--- src/rtl/bitmap_store.sv ---
// rtl/bitmap_store.sv - Tetris playfield bitmap: cell/column writes, registered reads, line clear
// The line-clear sequencer is built only when BITMAP_STORE_LINE_CLEAR_EN is defined.
module bitmap_store #(
   parameter int COLS = 16,
   parameter int ROWS = 32,
   parameter int XW   = $clog2(COLS),
   parameter int YW   = $clog2(ROWS),
   parameter int LW   = $clog2(ROWS + 1)
) (
   input  logic            clk,
   input  logic            rst_n,
   input  logic            wr_en,
   input  logic            wr_mode,
   input  logic [XW-1:0]   wr_x,
   input  logic [YW-1:0]   wr_y,
   input  logic            wr_bit,
   input  logic [ROWS-1:0] wr_col,
   input  logic [1:0]      rd_mode,
   input  logic [XW-1:0]   rd_x,
   input  logic [YW-1:0]   rd_y,
   output logic [ROWS-1:0] rd_data,
   input  logic            clr_start,
   output logic            busy,
   output logic            clr_done,
   output logic [LW-1:0]   lines_cleared
);

   logic [ROWS-1:0] col_q [COLS];
   logic [ROWS-1:0] col_d [COLS];
   logic [ROWS-1:0] rd_data_q, rd_data_d;
   logic            wr_ok;

   // Row 0 is the top of the board and lives in the MSB of each column image.
   function automatic logic [YW-1:0] row_bit(input logic [YW-1:0] y);
      return YW'(ROWS - 1) - y;
   endfunction

   always_comb begin
      rd_data_d = '0;
      case (rd_mode)
         2'd0: if (int'(rd_x) < COLS && int'(rd_y) < ROWS)
                  rd_data_d[0] = col_q[rd_x][row_bit(rd_y)];
         2'd1: if (int'(rd_y) < ROWS)
                  for (int k = 0; k < COLS; k++) rd_data_d[k] = col_q[k][row_bit(rd_y)];
         2'd2: if (int'(rd_x) < COLS) rd_data_d = col_q[rd_x];
         default: rd_data_d = '0;
      endcase
   end

`ifdef BITMAP_STORE_LINE_CLEAR_EN
   typedef enum logic [1:0] {S_IDLE, S_SCAN, S_SHIFT, S_DONE} state_t;

   state_t          state_q, state_d;
   logic [YW-1:0]   r_q, r_d;
   logic [LW-1:0]   lines_q, lines_d;
   logic            busy_q, busy_d;
   logic            done_q, done_d;
   logic            row_full;
   logic [ROWS-1:0] shift_mask;

   always_comb begin
      row_full = 1'b1;
      for (int x = 0; x < COLS; x++) row_full = row_full & col_q[x][row_bit(r_q)];
      // Everything at or above the cleared row drops by one.
      shift_mask = {ROWS{1'b1}} << row_bit(r_q);
   end

   always_comb begin
      state_d = state_q;
      r_d     = r_q;
      lines_d = lines_q;
      case (state_q)
         S_IDLE: if (clr_start) begin
            state_d = S_SCAN;
            r_d     = YW'(ROWS - 1);
            lines_d = '0;
         end
         S_SCAN: begin
            if (row_full)        state_d = S_SHIFT;
            else if (r_q != '0)  r_d = r_q - 1'b1;
            else                 state_d = S_DONE;
         end
         S_SHIFT: begin
            state_d = S_SCAN;
            lines_d = lines_q + 1'b1;
         end
         default: state_d = S_IDLE;
      endcase
      busy_d = (state_d != S_IDLE);
      done_d = (state_d == S_DONE);
   end

   assign wr_ok         = wr_en && (state_q == S_IDLE);
   assign busy          = busy_q;
   assign clr_done      = done_q;
   assign lines_cleared = lines_q;

   always_ff @(posedge clk or negedge rst_n) begin
      if (!rst_n) begin
         state_q <= S_IDLE;
         r_q     <= '0;
         lines_q <= '0;
         busy_q  <= 1'b0;
         done_q  <= 1'b0;
      end else begin
         state_q <= state_d;
         r_q     <= r_d;
         lines_q <= lines_d;
         busy_q  <= busy_d;
         done_q  <= done_d;
      end
   end
`else
   logic unused_clr_start;

   assign unused_clr_start = clr_start;
   assign wr_ok            = wr_en;
   assign busy             = 1'b0;
   assign clr_done         = 1'b0;
   assign lines_cleared    = '0;
`endif

   always_comb begin
      for (int x = 0; x < COLS; x++) col_d[x] = col_q[x];
      if (wr_ok && int'(wr_x) < COLS) begin
         if (wr_mode)                   col_d[wr_x] = wr_col;
         else if (int'(wr_y) < ROWS)    col_d[wr_x][row_bit(wr_y)] = wr_bit;
      end
`ifdef BITMAP_STORE_LINE_CLEAR_EN
      if (state_q == S_SHIFT)
         for (int x = 0; x < COLS; x++)
            col_d[x] = (col_q[x] & ~shift_mask) | ((col_q[x] >> 1) & shift_mask);
`endif
   end

   assign rd_data = rd_data_q;

   always_ff @(posedge clk or negedge rst_n) begin
      if (!rst_n) begin
         for (int x = 0; x < COLS; x++) col_q[x] <= '0;
         rd_data_q <= '0;
      end else begin
         for (int x = 0; x < COLS; x++) col_q[x] <= col_d[x];
         rd_data_q <= rd_data_d;
      end
   end

endmodule
--- config.mk ---
export PLATFORM = sky130hd
export DESIGN_NAME = bitmap_store
export DESIGN_NICKNAME = d
export VERILOG_FILES = /design/src/rtl/bitmap_store.sv
export SDC_FILE = /design/constraint.sdc
export NUM_CORES = 1
export LEC_CHECK = 0
export ABC_AREA = 1
export CAP_MARGIN = 20
export CORE_MARGIN = 2
export CORE_UTILIZATION = 30
export CTS_BUF_LIST = sky130_fd_sc_hd__clkbuf_8
export DETAILED_ROUTE_END_ITERATION = 8
export PLACE_DENSITY = 0.44
export SYNTH_ARGS = -nofsm -noshare
export SYNTH_HDL_FRONTEND = slang
export SYNTH_SLANG_ARGS = --single-unit
--- constraint.sdc ---
create_clock -name clk -period 1.35 [get_ports clk]
set_input_delay 0.3375 -clock clk [delete_from_list [all_inputs] [get_ports clk]]
set_output_delay 0.3375 -clock clk [all_outputs]
set_load 0.02 [all_outputs]
==> flow_summary.json <==
{
  "crit_path_max_incr_delay_ps": 500,
  "worst-path-max-fanout": 1,
  "violations": "setup timing",
  "power.total_w": 0.0515,
  "ctsHtreeMaxLevel": 3,
  "cp_slowest_cell": "dfrtp_2",
  "grt_util_met3_pct": 6.78,
  "cts_tree": "built",
  "max_freq_mhz": 562,
  "cts-root-buf": "clkbuf_8",
  "num_rows": 120,
  "syn_inst": 4591,
  "fin_crit_ps": 1780,
  "max-cap-violations": 0,
  "slew_violations": 0,
  "tns_ps": -13050,
  "fp.dieH_um": 331,
  "drtAntennaViolNets": 0,
  "dieArea_um2": 110000,
  "path_cells": "buf_6",
  "grt_max_degree": 66,
  "setup_viol": 48,
  "synth_seq_cells": 544,
  "start_util_pct": 30.1,
  "clock_sinks": 544,
  "crit_buf_inv": 1,
  "synth_edf_count": 0,
  "grt_usage_pct": 28.2,
  "yosys_warnings": 0,
  "path_clk_slew_ps": 60,
  "ys_seq_area_share_pct": 42.4,
  "fin_crit_sh_pct": 132,
  "powerDensity_nw_per_um2": 1080,
  "end_kind": "output pin",
  "wire_per_inst_um": 23.4,
  "synth_area_um2": 32100,
  "cts_made_buffers": 107,
  "area_delta_synth_final_pct": 48.3,
  "hold_slack_ps": 146,
  "ys_async_sr_fraction_pct": 100,
  "drt-initial-drc-count": 3310,
  "required_ps": 1010,
  "vias": 35800,
  "busiest_layer": "met2",
  "relSlewSlack_pct": 60.2,
  "synth_top_area_cell": "dfrtp_1",
  "synth_top_cell_area_share_pct": 42.4,
  "syn_avg_cell_area_um2": 6.99,
  "tightest_slew_ps": 594,
  "fin_nets": 5450,
  "viasPerCell": 5.20,
  "start_kind": "flop",
  "grt_util_met2_pct": 43.8,
  "multi_input_area_um2": 18300,
  "synthFlopType": "dfrtp_1",
  "worst_ep_arrival_time_ps": 1440,
  "path_delay_family": "flip-flops",
  "regArea_um2": 13600,
  "synth_cell_type_count": 41,
  "synth_area_leaders": "dfrtp_1 42%, nand2_1 16%, o21ai_0 13%",
  "ios": 98,
  "fin_worst_skew_ps": 39.0,
  "die_w_um": 331,
  "ir_drop_mv": 0.696,
  "status": "complete, but fails checks",
  "antenna_found_initial": 3,
  "fillCellCount": 10700,
  "hold_viol": 0,
  "drc_errors": 0,
  "grt.met1_usage_pct": 38.1,
  "routabilityCongestion": 0.952,
  "overflow": 0,
  "crit_type": "flop to output pin",
  "wl_mm": 161,
  "clockBufferDepth": 3,
  "core_area_um2": 107000,
  "clk_latency_ps": 780,
  "drtPass1Iterations": 5,
  "grt_pass1_wl_mm": 228,
  "p_leak_nw": 20.5,
  "rsz0062_at_grt": "true",
  "hp-class": "input port to asynchronous set/reset pin",
  "grt_pass1_vias": 34100,
  "hpwl_mm": 110,
  "timing.final.ws_setup_ps": -430,
  "drive_gt1_share_pct": 30.8,
  "io_buffer_count": 88
}
cells by family (layout without fill, tap and decap cells):
kind of cell | count (synthesis) | in the layout | share of synthesized area [%]
adders and majority gates | 4 | 4 | 0.156
other | 1 | 9 | 0.0117
buffers and inverters | 600 | 1467 | 8.41
AOI/OAI and AO/OA | 1358 | 1358 | 22.9
DFF | 544 | 544 | 42.4
and+or+nand+nor | 2084 | 2084 | 26.1
synth_stat cells, types with 2 or more instances:
cell type	n
nand2_1	1410
o21ai_0	847
dfrtp_1	544
nand3_1	372
nor2_1	269
inv_1	229
a21oi_1	208
clkbuf_1	175
o211ai_1	134
buf_2	115
o21ai_1	103
buf_6	22
buf_4	21
o221ai_1	19
buf_1	17
a32oi_1	16
nor3_1	12
inv_2	11
o22ai_1	10
o21ai_2	9
a21oi_2	5
clkinv_1	4
ha_1	4
nand2_2	4
nand3_2	4
or2_0	4
or2_1	3
buf_12	2
buf_8	2
nor2_2	2
nor3_2	2
o211ai_2	2
or2_2	2
state kept, by name (all words and copies together), names as in the netlist:
signal and flops:
col_q 512, rd_data 32
power breakdown:
part | total, W | switching [W] | internal [W] | leakage, nW
sequential | 0.0197 | 0.00134 | 0.0183 | 7.29
combinational | 0.0144 | 0.00796 | 0.00645 | 12.0
clock | 0.0174 | 0.00801 | 0.00936 | 1.23
total | 0.0515 | 0.0173 | 0.0341 | 20.5
worst min-delay path, cell delays in order:
cell	delay (ps)
dlygate4sd3_1	560
buf_8	160
buf_12	220
stage by stage:
stage	util [%]	worst slack, ps	instances	cell area [µm²]
2_1_floorplan	-	-422	4598	33700
3_3_place_gp	40.2	-1070	6635	42800
3_5_place_dp	40.2	-1040	6635	42800
4_1_cts	43.6	-447	6838	46500
5_1_grt	44.7	-440	6869	47600
6_report	44.7	-430	6869	47600
layer usage:
layer / part of all wire, % / vias up
met5: 0 / -
met1: 43 / 17000
met4: 3.6 / 0
li1: - / 17000
met3: 8.4 / 274
met2: 45 / 1455
worst paths after layout:
check	start	to	slack, ps	depth (start not counted)
min in group clk	rd_x[3]	rd_data[26]	220	5
max	rd_data[14]	rd_data[14]	-430	1
min reg2reg	col_q[174]	col_q[174]	490	2
min	rst_n	col_q[212]	150	3
max in group asynchronous	rst_n	col_q[119]	460	3
max reg2reg	col_q[245]	rd_data[0]	-370	11
cells in the final DEF (no fill, tap or decap), types with 117 or more instances in the layout:
cell	instances
nor2_1	255
clkbuf_8	140
buf_4	720
o21ai_1	395
a21oi_1	117
o21ai_0	496
o211ai_1	134
dfrtp_1	529
buf_12	180
nand2_1	1296
inv_1	213
nand3_1	251
area by class of cell:
type,count,share of cell area [%]
Tap cell,1403,3.69
Antenna cell,1,0.00526
Multi-Input combinational cell,3454,38.5
Inverter,245,2.12
Sequential cell,544,28.6
Clock inverter,46,0.478
Timing Repair Buffer,1036,22.5
Clock buffer,140,4.05
repair_timing:
action | CTS | global route
resized for setup | 585 | 221
hold buffers | 2 | 0
hold endpoints to repair | 544 | 0
pin swaps | 145 | 114
setup endpoints to repair | 294 | 257
cloned | 4 | 11
setup buffers | 22 | 24
Power figures use the tool's default switching activity.
